File: src/rtl/collectible_pkg.sv
// Shared type codes, widths and helpers for the collectible event scheduler.
package collectible_pkg;

    localparam int TYPE_W = 3;

    localparam logic [TYPE_W-1:0] TYPE_NONE    = 3'd0;
    localparam logic [TYPE_W-1:0] TYPE_CURSE   = 3'd2;
    localparam logic [TYPE_W-1:0] TYPE_HEART   = 3'd3;
    localparam logic [TYPE_W-1:0] TYPE_POWERUP = 3'd4;

    typedef enum logic {
        ST_IDLE = 1'b0,
        ST_GAP  = 1'b1
    } sched_state_e;

    function automatic logic is_valid_type(input logic [TYPE_W-1:0] code);
        logic valid;
        case (code)
            TYPE_CURSE:   valid = 1'b1;
            TYPE_HEART:   valid = 1'b1;
            TYPE_POWERUP: valid = 1'b1;
            default:      valid = 1'b0;
        endcase
        return valid;
    endfunction

endpackage

File: src/rtl/collectible_event_scheduler_if.sv
// Request/grant bundle between the pickup detectors and the scheduler.
interface collectible_event_scheduler_if
    import collectible_pkg::*;
#(
    parameter int N_REQ = 4
);
    logic [N_REQ-1:0]        req;
    logic [TYPE_W*N_REQ-1:0] req_type;
    logic [N_REQ-1:0]        ack;

    modport master (output req, output req_type, input ack);
    modport slave  (input req, input req_type, output ack);
endinterface

File: src/rtl/collectible_fifo.sv
// Synchronous event queue; pointers carry an extra wrap bit to tell full from empty.
module collectible_fifo #(
    parameter int DEPTH = 4,
    parameter int WIDTH = 3
) (
    input  logic             clk,
    input  logic             reset_n,
    input  logic             push,
    input  logic [WIDTH-1:0] push_data,
    input  logic             pop,
    output logic [WIDTH-1:0] head,
    output logic             full,
    output logic             empty
);
    localparam int AW = $clog2(DEPTH);

    logic [AW:0]      wr_ptr_r;
    logic [AW:0]      rd_ptr_r;
    logic [WIDTH-1:0] mem_r [DEPTH];
    logic             push_ok_s;
    logic             pop_ok_s;

    assign push_ok_s = push && !full;
    assign pop_ok_s  = pop && !empty;
    assign empty     = (wr_ptr_r == rd_ptr_r);
    assign full      = (wr_ptr_r[AW] != rd_ptr_r[AW]) && (wr_ptr_r[AW-1:0] == rd_ptr_r[AW-1:0]);
    assign head      = mem_r[rd_ptr_r[AW-1:0]];

    // Pointer update; reset flushes the queue.
    always_ff @(posedge clk or negedge reset_n) begin
        if (!reset_n) begin
            wr_ptr_r <= '0;
            rd_ptr_r <= '0;
        end else begin
            if (push_ok_s) begin
                wr_ptr_r <= wr_ptr_r + {{AW{1'b0}}, 1'b1};
            end
            if (pop_ok_s) begin
                rd_ptr_r <= rd_ptr_r + {{AW{1'b0}}, 1'b1};
            end
        end
    end

    // Storage array; contents are don't-care until written.
    always_ff @(posedge clk) begin
        if (push_ok_s) begin
            mem_r[wr_ptr_r[AW-1:0]] <= push_data;
        end
    end

endmodule

File: src/rtl/collectible_event_scheduler.sv
// Round-robin pickup arbiter, effect filter and rate-limited issue FSM feeding the energy block.
module collectible_event_scheduler
    import collectible_pkg::*;
#(
    parameter int N_REQ      = 4,
    parameter int FIFO_DEPTH = 4,
    parameter int GAP_CYCLES = 2
) (
    input  logic                               clk,
    input  logic                               reset_n,
    input  logic                               tick_en,
    collectible_event_scheduler_if.slave       req_bus,
    input  logic                               power_up_active,
    input  logic                               curse_active,
    output logic [TYPE_W-1:0]                  collectible_type,
    output logic                               energy_en,
    output logic                               fifo_full,
    output logic                               busy,
    output logic [7:0]                         dropped_count
);
    localparam int PTR_W = $clog2(N_REQ);
    localparam int GAP_W = $clog2(GAP_CYCLES + 1);

    sched_state_e      state_r;
    logic [GAP_W-1:0]  gap_r;
    logic [PTR_W-1:0]  rr_ptr_r;
    logic [N_REQ-1:0]  ack_r;
    logic [TYPE_W-1:0] type_r;
    logic              energy_en_r;
    logic [7:0]        dropped_r;

    logic [TYPE_W-1:0] req_type_s [N_REQ];
    logic [N_REQ-1:0]  avail_s;
    logic [PTR_W-1:0]  cand_s;
    logic [PTR_W-1:0]  winner_s;
    logic              found_s;
    logic              grant_s;
    logic [N_REQ-1:0]  ack_next_s;
    logic [PTR_W-1:0]  rr_next_s;
    logic [TYPE_W-1:0] win_type_s;
    logic              push_s;
    logic              invalid_drop_s;
    logic              pop_s;
    logic              filter_s;
    logic [1:0]        drop_inc_s;
    logic [8:0]        drop_sum_s;
    logic [7:0]        dropped_next_s;
    logic [TYPE_W-1:0] head_s;
    logic              full_s;
    logic              empty_s;
    logic              status_unused_s;

    // Curse status does not gate issue: repeated curses are harmless to the energy block.
    assign status_unused_s = curse_active;

    // Unpack the flat per-requester type bus.
    always_comb begin
        for (int k = 0; k < N_REQ; k++) begin
            req_type_s[k] = req_bus.req_type[k*TYPE_W +: TYPE_W];
        end
    end

    // Round-robin search from rr_ptr; requests already being acked are masked out.
    always_comb begin
        avail_s  = req_bus.req & ~ack_r;
        found_s  = 1'b0;
        winner_s = '0;
        cand_s   = '0;
        for (int k = 0; k < N_REQ; k++) begin
            cand_s   = PTR_W'((int'(rr_ptr_r) + k) % N_REQ);
            winner_s = (avail_s[cand_s] && !found_s) ? cand_s : winner_s;
            found_s  = found_s | avail_s[cand_s];
        end
        grant_s        = found_s && !full_s;
        ack_next_s     = grant_s ? (N_REQ'(1) << winner_s) : '0;
        rr_next_s      = PTR_W'((int'(winner_s) + 1) % N_REQ);
        win_type_s     = req_type_s[winner_s];
        push_s         = grant_s && is_valid_type(win_type_s);
        invalid_drop_s = grant_s && !is_valid_type(win_type_s);
    end

    // Pop decision, effect filter and saturating drop accounting.
    always_comb begin
        pop_s          = (state_r == ST_IDLE) && tick_en && !empty_s;
        filter_s       = power_up_active && ((head_s == TYPE_POWERUP) || (head_s == TYPE_CURSE));
        drop_inc_s     = {1'b0, invalid_drop_s} + {1'b0, pop_s && filter_s};
        drop_sum_s     = {1'b0, dropped_r} + {7'd0, drop_inc_s};
        dropped_next_s = drop_sum_s[8] ? 8'hFF : drop_sum_s[7:0];
    end

    collectible_fifo #(
        .DEPTH (FIFO_DEPTH),
        .WIDTH (TYPE_W)
    ) u_fifo (
        .clk       (clk),
        .reset_n   (reset_n),
        .push      (push_s),
        .push_data (win_type_s),
        .pop       (pop_s),
        .head      (head_s),
        .full      (full_s),
        .empty     (empty_s)
    );

    // Arbiter state, issue FSM and registered outputs.
    always_ff @(posedge clk or negedge reset_n) begin
        if (!reset_n) begin
            state_r     <= ST_IDLE;
            gap_r       <= '0;
            rr_ptr_r    <= '0;
            ack_r       <= '0;
            type_r      <= TYPE_NONE;
            energy_en_r <= 1'b0;
            dropped_r   <= 8'd0;
        end else begin
            energy_en_r <= tick_en;
            ack_r       <= ack_next_s;
            dropped_r   <= dropped_next_s;
            if (grant_s) begin
                rr_ptr_r <= rr_next_s;
            end
            case (state_r)
                ST_IDLE: begin
                    if (pop_s && !filter_s) begin
                        type_r  <= head_s;
                        gap_r   <= GAP_W'(GAP_CYCLES);
                        state_r <= ST_GAP;
                    end else begin
                        type_r  <= TYPE_NONE;
                    end
                end
                ST_GAP: begin
                    type_r <= TYPE_NONE;
                    // Leaving on the last count keeps issue spacing at GAP_CYCLES+1.
                    if (tick_en) begin
                        if (gap_r <= GAP_W'(1)) begin
                            state_r <= ST_IDLE;
                        end else begin
                            gap_r <= gap_r - GAP_W'(1);
                        end
                    end
                end
                default: begin
                    type_r  <= TYPE_NONE;
                    state_r <= ST_IDLE;
                end
            endcase
        end
    end

    assign req_bus.ack      = ack_r;
    assign collectible_type = type_r;
    assign energy_en        = energy_en_r;
    assign dropped_count    = dropped_r;
    assign fifo_full        = full_s;
    assign busy             = !empty_s || (state_r != ST_IDLE);

endmodule

File: src/flat_wrapper.sv
// flat-port wrapper written by rule: the top's interface ports become plain ports
module collectible_event_scheduler_flat import collectible_pkg::*;
#(
    parameter int N_REQ      = 4,
    parameter int FIFO_DEPTH = 4,
    parameter int GAP_CYCLES = 2
)
  (clk, reset_n, tick_en, power_up_active, curse_active, collectible_type, energy_en, fifo_full, busy, dropped_count, req_bus_req, req_bus_req_type, req_bus_ack);
  collectible_event_scheduler_if #(.N_REQ(N_REQ)) req_bus_i ();
  input  logic clk;
  input  logic reset_n;
  input  logic tick_en;
  input  logic power_up_active;
  input  logic curse_active;
  output logic [TYPE_W-1:0] collectible_type;
  output logic energy_en;
  output logic fifo_full;
  output logic busy;
  output logic [7:0] dropped_count;
  input wire logic [$bits(req_bus_i.req)-1:0] req_bus_req;
  input wire logic [$bits(req_bus_i.req_type)-1:0] req_bus_req_type;
  output wire logic [$bits(req_bus_i.ack)-1:0] req_bus_ack;
  assign req_bus_i.req = req_bus_req;
  assign req_bus_i.req_type = req_bus_req_type;
  assign req_bus_ack = req_bus_i.ack;
  collectible_event_scheduler #(.N_REQ(N_REQ), .FIFO_DEPTH(FIFO_DEPTH), .GAP_CYCLES(GAP_CYCLES)) u_core (.clk(clk), .reset_n(reset_n), .tick_en(tick_en), .req_bus(req_bus_i), .power_up_active(power_up_active), .curse_active(curse_active), .collectible_type(collectible_type), .energy_en(energy_en), .fifo_full(fifo_full), .busy(busy), .dropped_count(dropped_count));
endmodule
File: config.mk
export PLATFORM = sky130hd
export DESIGN_NAME = collectible_event_scheduler_flat
export DESIGN_NICKNAME = d
export VERILOG_FILES = /design/src/rtl/collectible_pkg.sv /design/src/rtl/collectible_event_scheduler_if.sv /design/src/rtl/collectible_fifo.sv /design/src/rtl/collectible_event_scheduler.sv /design/src/flat_wrapper.sv
export SDC_FILE = /design/constraint.sdc
export NUM_CORES = 1
export LEC_CHECK = 0
export ABC_CLOCK_PERIOD_IN_PS = 3450
export CAP_MARGIN = 10
export CORE_UTILIZATION = 51
export DETAILED_ROUTE_END_ITERATION = 12
export PLACE_DENSITY = 0.84
export SYNTH_ARGS = -nofsm -noshare
export SYNTH_HDL_FRONTEND = slang
export SYNTH_SLANG_ARGS = --single-unit
File: constraint.sdc
create_clock -name clk -period 3.45 [get_ports clk]
set_clock_uncertainty 0.05 [all_clocks]
set_input_delay 0.69 -clock clk [delete_from_list [all_inputs] [get_ports clk]]
set_output_delay 0.69 -clock clk [all_outputs]
set_load 0.02 [all_outputs]
# Word level (Yosys, flattened, before mapping)
# Memory sizes are Yosys's and may differ from the RTL's.
# Index checks and enable logic that the tools add are counted.
# classes
n_addsub,9
magnitude_cmp,6
eq_ne,11
n_shift,1
muxes,30
bitwise,7
n_reduce_logical,25
# ops
op,count
$logic_and A1 B1 Y1,14
$mux W2,7
$lt A2 B3 Y1 const B,4
$mux W1,10
$add A8 B2 Y9,1
$eq A3 B2 Y1 const B,3
$mux W3,3
$bmux W1 S2,4
$mux W8,1
$logic_not A1 Y1,7
$add A3 B1 Y3 const B,2
$bmux W3 S2,1
$eq A3 B3 Y1 const B,2
$ne A2 B2 Y1 const B,3
$pmux W3 S2,1
$add A2 B1 Y2 const B,2
$add A2 B2 Y2 const B,2
$and A4 B4 Y4,1
$mux W4,1
$not A4 Y4,1
$pmux W2 S2,1
$shl A1 B2 Y4 const A,1
$eq A3 B3 Y1,1
$ge A3 B3 Y1 const B,1
12 further kinds,15
# totals
regBits,27
ram_bits,12
input_bits,21
output_inout_bits,18
elab_cells,99
memories,1
# mem_list
memory,depth,width,rd,rd_clocked_by_memory_dff,write_ports,line_no,source
u_core.u_fifo.mem_r,4,3,1,0,1,collectible_fifo.sv:19,logic [WIDTH-1:0] mem_r [DEPTH];

# Logic depth before layout (Yosys ltp)
# Gate-level depths: netlist of run 1.
# logic_depth
ltp_word,21
depth_mapped,11

# Modules after synthesis
# A second synthesis of run 1 with hierarchy kept.
# hier_totals
cells_unflattened,204
hier_area_um2,2237.1
# by_module_without_submodules
mod,instances,cells_per_inst,area_each_um2,seq_area_each_um2
collectible_event_scheduler,1,139,1301.2,525.5
collectible_fifo,1,65,935.9,510.5

# Worst setup path after synthesis of run 1
# Ideal clock, no wire load.
# synth_timing
path_type,input-to-reg
from,in req_bus_req[2]
to,reg u_core.dropped_r[0] (netlist: u_core.dropped_count[0])
t_arrival_ps,3031
path_slack_ps,244
cell_stages,10
cell_sequence,nor2b_1 > a221oi_1 > o21ai_2 > or3b_4 > and3_2 > fa_1 > ha_1 > and3_1 > nand3_1 > nand2b_1
# synth_between
elab_chain_len,20
# synth_lines
element,line_no,source
from (decl),flat_wrapper.sv:20,input wire logic [$bits(req_bus_i.req)-1:0] req_bus_req;
$and A4 B4 Y4 *,collectible_event_scheduler.sv:65,avail_s = req_bus.req & ~ack_r;
$bmux W1 S2,"collectible_event_scheduler.sv:71, collectible_event_scheduler.sv:72",
$mux W1 (not written as such),"collectible_event_scheduler.sv:71, collectible_event_scheduler.sv:72",
$logic_not A1 Y1 / $or A1 B1 Y1 (equally long branches),"collectible_event_scheduler.sv:71, collectible_event_scheduler.sv:72",
"$logic_and A1 B1 Y1, or another cell as far along",collectible_event_scheduler.sv:71,winner_s = (avail_s[cand_s] && !found_s) ? cand_s : winner_s;
"$mux W2, or another cell as far along",collectible_event_scheduler.sv:71,
$mux W2 / $logic_and A1 B1 Y1 (equally long branches),collectible_event_scheduler.sv:71,
$mux W2,collectible_event_scheduler.sv:71,
[... 5 more ...],--,
$reduce_or A3 Y1 (no source line),--,
$mux W1,collectible_pkg.sv:18,case (code)
$logic_not A1 Y1,collectible_event_scheduler.sv:79,invalid_drop_s = grant_s && !is_valid_type(win_type_s);
$logic_and A1 B1 Y1 *,collectible_event_scheduler.sv:79,
$add A1 B1 Y2 *,collectible_event_scheduler.sv:86,"drop_inc_s = {1'b0, invalid_drop_s} + {1'b0, pop_s && filter_s};"
$add A8 B2 Y9 *,collectible_event_scheduler.sv:87,"drop_sum_s = {1'b0, dropped_r} + {7'd0, drop_inc_s};"
$mux W8 *,collectible_event_scheduler.sv:88,dropped_next_s = drop_sum_s[8] ? 8'hFF : drop_sum_s[7:0];
net u_core.dropped_next_s[0],collectible_event_scheduler.sv:47,logic [7:0] dropped_next_s;
to (signal assigned),collectible_event_scheduler.sv:118,dropped_r <= dropped_next_s;
to (decl),collectible_event_scheduler.sv:30,logic [7:0] dropped_r;
# Mark *: on every way through the listed nets, which the timed path passes. The rest lies on a longest branch. The select of a mux whose other input is x is not followed.
# A chain may end at the register's enable or synchronous reset.

# Worst setup path in the final report of run 1
# layout_timing
from,in req_bus_req[0]
to,reg u_core.dropped_r[4] (netlist: u_core.dropped_count[4])
# The elaborated chain is that of the path after synthesis.

==> flow_summary.json, run 1 <==
{
  "cts_hold_buf": 0,
  "tritoncts": "yes",
  "vias": 1568,
  "drt_pass1_iterations": 4,
  "synth.distinct_cells": 42,
  "data_arrival_at_the_endpoint_of_the_critical_path_ps": 3470,
  "met2_usage_pct": 35.97,
  "htree_levels": 2,
  "yosysWarningCount": 0,
  "tightest_slew_ps": 658.3,
  "hold_ws_ps": 436.7,
  "timing.critical_path.to_type": "flip-flop",
  "initial_core_util_pct": 52.80,
  "pre_cts_ws_ps": -296.0,
  "synthTopCellsByArea": "sky130_fd_sc_hd__dfrtp_1, sky130_fd_sc_hd__edfxtp_1, sky130_fd_sc_hd__ha_1",
  "syn_nets": 216,
  "globalRoute.totalOverflow": 0,
  "cap_viol_max_count": 0,
  "worst_path_dominant_cell_family": "simple AND/OR/NAND/NOR gates",
  "cts.sink_count": 39,
  "place.detailed.instances": 283,
  "cp-start-kind": "primary input",
  "timing.setup.critical_path_class": "in2reg",
  "cts_inserted_buffers": 5,
  "use_met3_pct": 5.000,
  "routed_wire_length_per_instance_um": 13.63,
  "timing.hold.worst_path_depth": 1,
  "timing.critical_path.slowest_cell_delay_ps": 470,
  "gr-max-usage-layer": "met2",
  "unrepaired_setup_endpoints_after_global_routing": "false",
  "worst_r2r_path_depth": 11,
  "post_synth_most_frequent_cells": "sky130_fd_sc_hd__dfrtp_1, sky130_fd_sc_hd__nor2_1, sky130_fd_sc_hd__edfxtp_1",
  "io-pin-count": 39,
  "synthesis.area_per_instance_um2": 11.54,
  "final_max_slew_viol_count": 0,
  "combined_global_route_utilization_of_all_metal_layers_pct": 20.59,
  "critical_path_buf_inv_count": 2,
  "diodes": 0,
  "path_depth": 12,
  "area.growth.synth_to_final_pct": 30.81,
  "antenna_violating_nets_post_route": 0,
  "clock-root-buffer": "sky130_fd_sc_hd__clkbuf_8",
  "synth_top_cell_area_share_pct": 31.99,
  "power.static_leakage_nw": 1.179,
  "synth_async_sr_flop_share_pct": 69.23,
  "die_height_um": 66.35,
  "grt_pass1_wl_mm": 6.596,
  "synth-main-ff-cell": "sky130_fd_sc_hd__dfrtp_1",
  "drive_gt1_share_pct": 19.01,
  "num_rows": 23,
  "first_global_vias": 1578,
  "synth_sequential_area_ratio_pct": 49.05,
  "slowest_cell_on_the_critical_path": "sky130_fd_sc_hd__clkdlybuf4s50_1",
  "portBuffers": 37,
  "detail_route.iter0.violations": 61,
  "clk_path_buf_depth": 2,
  "layoutNonFillerInstCount": 292,
  "cts.reportedPaths.clkPinSlew_ps": 80,
  "setup_viol": 0,
  "synth_most_common_cell": "sky130_fd_sc_hd__dfrtp_1",
  "power.density_mw_per_mm2": 934.2,
  "syn_area_mm2": 0.002112,
  "setup_ws_ps": 114.2,
  "min-delay-path-class": "reg2reg",
  "fp.dieW_um": 66.35,
  "period_needed_ps": 3336,
  "detail_route.vias_per_cell": 5.370,
  "run_status": "finished, final reports clean",
  "place.gp.congestion": 0.7664,
  "vdd_drop_max_uv": 496.6,
  "worstPathMaxFanout": 5,
  "core_area_mm2": 0.004000,
  "hold_viol": 0,
  "nNetsFinal": 274,
  "post-route-drc-count": 0,
  "yosysTopAreaCell": "sky130_fd_sc_hd__dfrtp_1",
  "initial_antenna_violation_count": 0,
  "syn-instance-count": 183,
  "slew_headroom_pct": 56.02,
  "cp_data_required_time_ps": 3580,
  "met1_usage_grt_pct": 22.52,
  "worstPathCellList": "clkdlybuf4s50_1 -> nand3b_1 -> a311oi_4 -> nor3_1 -> or3b_4 -> and3_2 -> fa_2 -> ha_2 -> buf_4 -> nand3_1 -> xor2_1 -> nand2_1",
  "grt_max_degree": 28,
  "clk-insertion-delay-late_ps": 290,
  "timing.fmax_mhz": 299.8,
  "final.period_utilization_pct": 96.69,
  "drt-total-wl_mm": 3.979,
  "dp_hpwl_mm": 2.883,
  "ys_seq_elements": 39,
  "synth_edf_count": 12,
  "dieArea_mm2": 0.004402
}
## worst reg2reg max path: cells and delay by family, from the launching register on
family          cells  cell delay [ps]
xor+xnor            1              160
flops               1              400
fa+ha+maj           2              570
compound gates      1              390
simple gates        6             1120
buf+inv             1              140
## per-layer routing
metal	routed length [um]	vias up
met3	163	2
met4	42	0
met1	1676	740
li1	-	775
met5	0	-
met2	2097	51
## what timing repair did
action / 4_1_cts / 5_1_grt
gates resized for setup: 2 / 3
buffers inserted: 0 / 1
setup endpoints to repair: 6 / 7
gates cloned: 0 / 0
endpoints found under the hold margin: 0 / 0
pin swaps: 1 / 1
## flip-flops by register name (all words and copies together), names as in the netlist
| name | flops |
|---|---|
| u_core.u_fifo.mem_r | 12 |
| u_core.dropped_count | 8 |
| u_core.req_bus.ack | 4 |
| u_core.collectible_type | 3 |
| u_core.u_fifo.rd_ptr_r | 3 |
| u_core.u_fifo.wr_ptr_r | 3 |
| u_core.gap_r | 2 |
| u_core.rr_ptr_r | 2 |
| u_core.energy_en | 1 |
| u_core.state_r | 1 |
## per-stage QoR
step                TNS, ps  util (%)  total power, mW  instance area [um^2]
global route              0     69.06            2.785                  2763
floorplan                 0         -            1.750                  2112
global placement      -1751     66.19            2.211                  2648
CTS                       0     68.63            2.593                  2745
finish                    0     69.06            2.581                  2763
detailed placement    -2128     66.19            2.260                  2648
## power breakdown
part           total, mW  internal [mW]  leakage, nW  switching, mW
clock              0.291          0.138       0.0477          0.153
combinational       1.40          0.712        0.688          0.690
sequential         0.887          0.710        0.444          0.177
## area by class of cell
cell class              count  area, um^2
inverters                   7       26.28
fillers                   318        1237
well taps                  50       62.56
repair buffers             53       490.5
clock inverters             3       15.01
clock buffers               5       68.82
multi-input cells         135        1064
flip-flops and latches     39        1036
## placed cells by master (no fill, tap or decap), drive strengths merged, types with 2 or more instances in the layout
cell type,Yosys,layout
nor2b,6,6
dfrtp,27,27
and2,9,9
a31oi,3,3
nand3b,3,3
nand3,6,6
ha,11,11
nor2,14,14
a211oi,2,2
mux2,7,7
o311ai,3,3
mux4,3,3
nor3b,3,3
and3,6,6
xor2,8,8
clkinv,0,3
buf,2,16
clkdlybuf4s50,0,37
o21ai,8,8
inv,7,7
xnor2,4,4
nor4b,2,2
a21oi,7,7
nor3,2,2
clkbuf,0,5
edfxtp,12,12
nand2b,5,5
nand2,10,10
mux2i,5,5
## logic make-up after synthesis
group           after synthesis  share of synthesized area [%]
compound gates               29                          9.597
xor+xnor                     12                          4.976
fa+ha+maj                    12                          7.464
buf+inv                       9                          1.718
flops                        39                          49.05
mux                          15                          9.301
simple gates                 67                          17.89
## path summary, 6_finish.rpt
path | from | endpoint | slack (ps)
max | req_bus_req[0] | u_core.dropped_count[4]$_DFF_PN0_ | 110
min | u_core.u_fifo.wr_ptr_r[2]$_DFFE_PN0P_ | u_core.u_fifo.wr_ptr_r[2]$_DFFE_PN0P_ | 440
max reg2reg | u_core.req_bus.ack[0]$_DFF_PN0_ | u_core.dropped_count[4]$_DFF_PN0_ | 510
min reg2reg | u_core.u_fifo.wr_ptr_r[2]$_DFFE_PN0P_ | u_core.u_fifo.wr_ptr_r[2]$_DFFE_PN0P_ | 440
max in group asynchronous | reset_n | u_core.collectible_type[1]$_DFF_PN0_ | 2360
min in group asynchronous | reset_n | u_core.dropped_count[6]$_DFF_PN0_ | 730
No activity file was read; power rests on OpenSTA's default activity.
==> run 2: changes to the inputs <==
- ABC_AREA: unset -> 1
- MAX_ROUTING_LAYER: unset -> met4
- PLACE_DENSITY: 0.84 -> 0.83
==> flow_summary.json, run 2 <==
{
  "run_status": "finished, final reports clean",
  "synth_edf_count": 12,
  "nNetsFinal": 361,
  "yosysWarningCount": 0,
  "post-route-drc-count": 0,
  "cts.reportedPaths.clkPinSlew_ps": 70,
  "gr-max-usage-layer": "met2",
  "cp_data_required_time_ps": 3590,
  "syn-instance-count": 269,
  "cp-start-kind": "flip-flop",
  "post_synth_most_frequent_cells": "sky130_fd_sc_hd__nand2_1, sky130_fd_sc_hd__inv_1, sky130_fd_sc_hd__nand3_1",
  "synth-main-ff-cell": "sky130_fd_sc_hd__dfrtp_1",
  "met1_usage_grt_pct": 25.99,
  "syn_area_mm2": 0.002341,
  "die_height_um": 69.75,
  "synthesis.area_per_instance_um2": 8.703,
  "clk-insertion-delay-late_ps": 300,
  "hold_ws_ps": 488.9,
  "antenna_violating_nets_post_route": 0,
  "dieArea_mm2": 0.004865,
  "met2_usage_pct": 34.95,
  "io-pin-count": 39,
  "detail_route.vias_per_cell": 5.186,
  "globalRoute.totalOverflow": 0,
  "largest_reg_flops": 12,
  "ys_seq_elements": 39,
  "synth.distinct_cells": 30,
  "place.gp.congestion": 0.8499,
  "unrepaired_setup_endpoints_after_global_routing": "false",
  "synth_most_common_cell": "sky130_fd_sc_hd__nand2_1",
  "min-delay-path-class": "reg2reg",
  "timing.critical_path.to_type": "flip-flop",
  "synth_top_cell_area_share_pct": 28.86,
  "tns_ps": 0,
  "drt_pass1_iterations": 4,
  "synth_async_sr_flop_share_pct": 69.23,
  "detail_route.iter0.violations": 115,
  "first_global_vias": 1854,
  "initial_antenna_violation_count": 0,
  "fp.dieW_um": 69.75,
  "routed_wire_length_per_instance_um": 12.36,
  "grt_max_degree": 28,
  "syn_nets": 302,
  "cts.sink_count": 39,
  "synthTopCellsByArea": "sky130_fd_sc_hd__dfrtp_1, sky130_fd_sc_hd__edfxtp_1, sky130_fd_sc_hd__nand2_1",
  "pre_cts_ws_ps": -318.0,
  "final_cell_mix": "sky130_fd_sc_hd__nand2_1, sky130_fd_sc_hd__inv_1, sky130_fd_sc_hd__clkdlybuf4s50_1",
  "final_common_cell": "sky130_fd_sc_hd__nand2_1",
  "final_max_slew_viol_count": 0,
  "timing.setup.critical_path_class": "reg2reg",
  "data_arrival_at_the_endpoint_of_the_critical_path_ps": 3210,
  "setup_viol": 0,
  "dp_hpwl_mm": 3.549,
  "num_rows": 24,
  "setup_ws_ps": 379.0,
  "area.growth.synth_to_final_pct": 30.47,
  "worst-r2r-setup-slack_ps": 380,
  "diodes": 0,
  "post-cts-setup-buffer-count": 0,
  "drive_gt1_share_pct": 23.10,
  "htree_levels": 2,
  "period_needed_ps": 3071,
  "slew_headroom_pct": 69.94,
  "timing.fmax_mhz": 325.6,
  "cap_viol_max_count": 0,
  "grt_pass1_wl_mm": 7.997,
  "combined_global_route_utilization_of_all_metal_layers_pct": 21.45,
  "tritoncts": "yes",
  "use_met3_pct": 5.523,
  "clk_path_buf_depth": 2,
  "hold_viol": 0,
  "worstPathMaxFanout": 8,
  "final.period_utilization_pct": 89.01,
  "yosysTopAreaCell": "sky130_fd_sc_hd__dfrtp_1",
  "num-fill-cells": 331,
  "drt-total-wl_mm": 4.709,
  "tightest_slew_ps": 446.1,
  "cts_inserted_buffers": 5,
  "clock-root-buffer": "sky130_fd_sc_hd__clkbuf_8",
  "postLayoutCoreUtil_pct": 69.66,
  "portBuffers": 37,
  "initial_core_util_pct": 53.40,
  "core_area_mm2": 0.004384,
  "synth_sequential_area_ratio_pct": 44.25,
  "vias": 1976
}
## run 2: timing repair
action | CTS | global route
hold buffers | 0 | 0
pin swaps | 0 | 8
gates resized for setup | 1 | 20
setup endpoints to repair | 3 | 8
## run 2: cells by family (layout without fill, tap and decap cells)
kind of cell	Yosys count	count (layout)	synth area share, %
XOR/XNOR	6	6	2.245
buffers and inverters	42	102	7.429
AND/OR/NAND/NOR	146	146	33.62
flip-flops	39	39	44.25
AO/OA/AOI/OAI	24	24	5.719
adder cells (fa/ha/maj)	12	12	6.734
## run 2: cell type report
cell class | count | area, um^2 | area share (%)
multi-input combinational | 188 | 1202 | 39.37
tap | 52 | 65.06 | 2.130
clock buffer | 6 | 72.57 | 2.376
inverter | 40 | 157.7 | 5.162
clock inverter | 2 | 12.51 | 0.4097
timing repair buffer | 54 | 508.0 | 16.63
sequential | 39 | 1036 | 33.92
## run 2: per-stage QoR
stage | cells | cell area, um^2
2_1_floorplan | 269 | 2341
3_3_place_gp | 373 | 2888
3_5_place_dp | 373 | 2888
4_1_cts | 381 | 2975
5_1_grt | 381 | 3054
6_report | 381 | 3054
## run 2: per-layer routing
metal	share of wire (%)	routed length [um]	vias up
li1	-	-	993
met1	44	2063	920
met2	49	2321	52
met3	4.9	232	11
met4	1.9	91	0
met5	0	0	-
## run 2: worst paths after layout
check | endpoint | cells past startpoint | from
max in group asynchronous | u_core.rr_ptr_r[1]$_DFFE_PN0P_ | 2 | reset_n
min in group asynchronous | u_core.u_fifo.rd_ptr_r[0]$_DFFE_PN0P_ | 2 | reset_n
setup reg to reg | u_core.dropped_count[7]$_DFF_PN0_ | 22 | u_core.rr_ptr_r[0]$_DFFE_PN0P_
setup / recovery | u_core.dropped_count[7]$_DFF_PN0_ | 22 | u_core.rr_ptr_r[0]$_DFFE_PN0P_
hold reg to reg | u_core.gap_r[0]$_DFFE_PN0P_ | 1 | u_core.gap_r[0]$_DFFE_PN0P_
hold / removal | u_core.gap_r[0]$_DFFE_PN0P_ | 1 | u_core.gap_r[0]$_DFFE_PN0P_
## run 2: critical path, stage by stage (launching register included)
cell                      delay (ps)
sky130_fd_sc_hd__dfrtp_1         360
sky130_fd_sc_hd__buf_4           180
sky130_fd_sc_hd__inv_8           100
sky130_fd_sc_hd__nand2_1          60
sky130_fd_sc_hd__nand2_2         100
sky130_fd_sc_hd__nand3_1          70
sky130_fd_sc_hd__nand2_1         130
sky130_fd_sc_hd__nand4_4         150
sky130_fd_sc_hd__buf_4           170
sky130_fd_sc_hd__nand3_1          70
sky130_fd_sc_hd__nand3_1          80
sky130_fd_sc_hd__nand2_2         110
sky130_fd_sc_hd__nand2_2          70
sky130_fd_sc_hd__nand2_4          70
sky130_fd_sc_hd__a21oi_4          50
sky130_fd_sc_hd__fa_2            400
sky130_fd_sc_hd__ha_1            200
sky130_fd_sc_hd__nand2_1          90
sky130_fd_sc_hd__nor3_2           60
sky130_fd_sc_hd__nand2_1          70
sky130_fd_sc_hd__buf_4           100
sky130_fd_sc_hd__a21oi_1          50
sky130_fd_sc_hd__a21o_1          150
Power of run 2 is left out: the tool's default activity adds up to more than one toggle a clock period on the data nets, which glitch-free logic cannot reach.
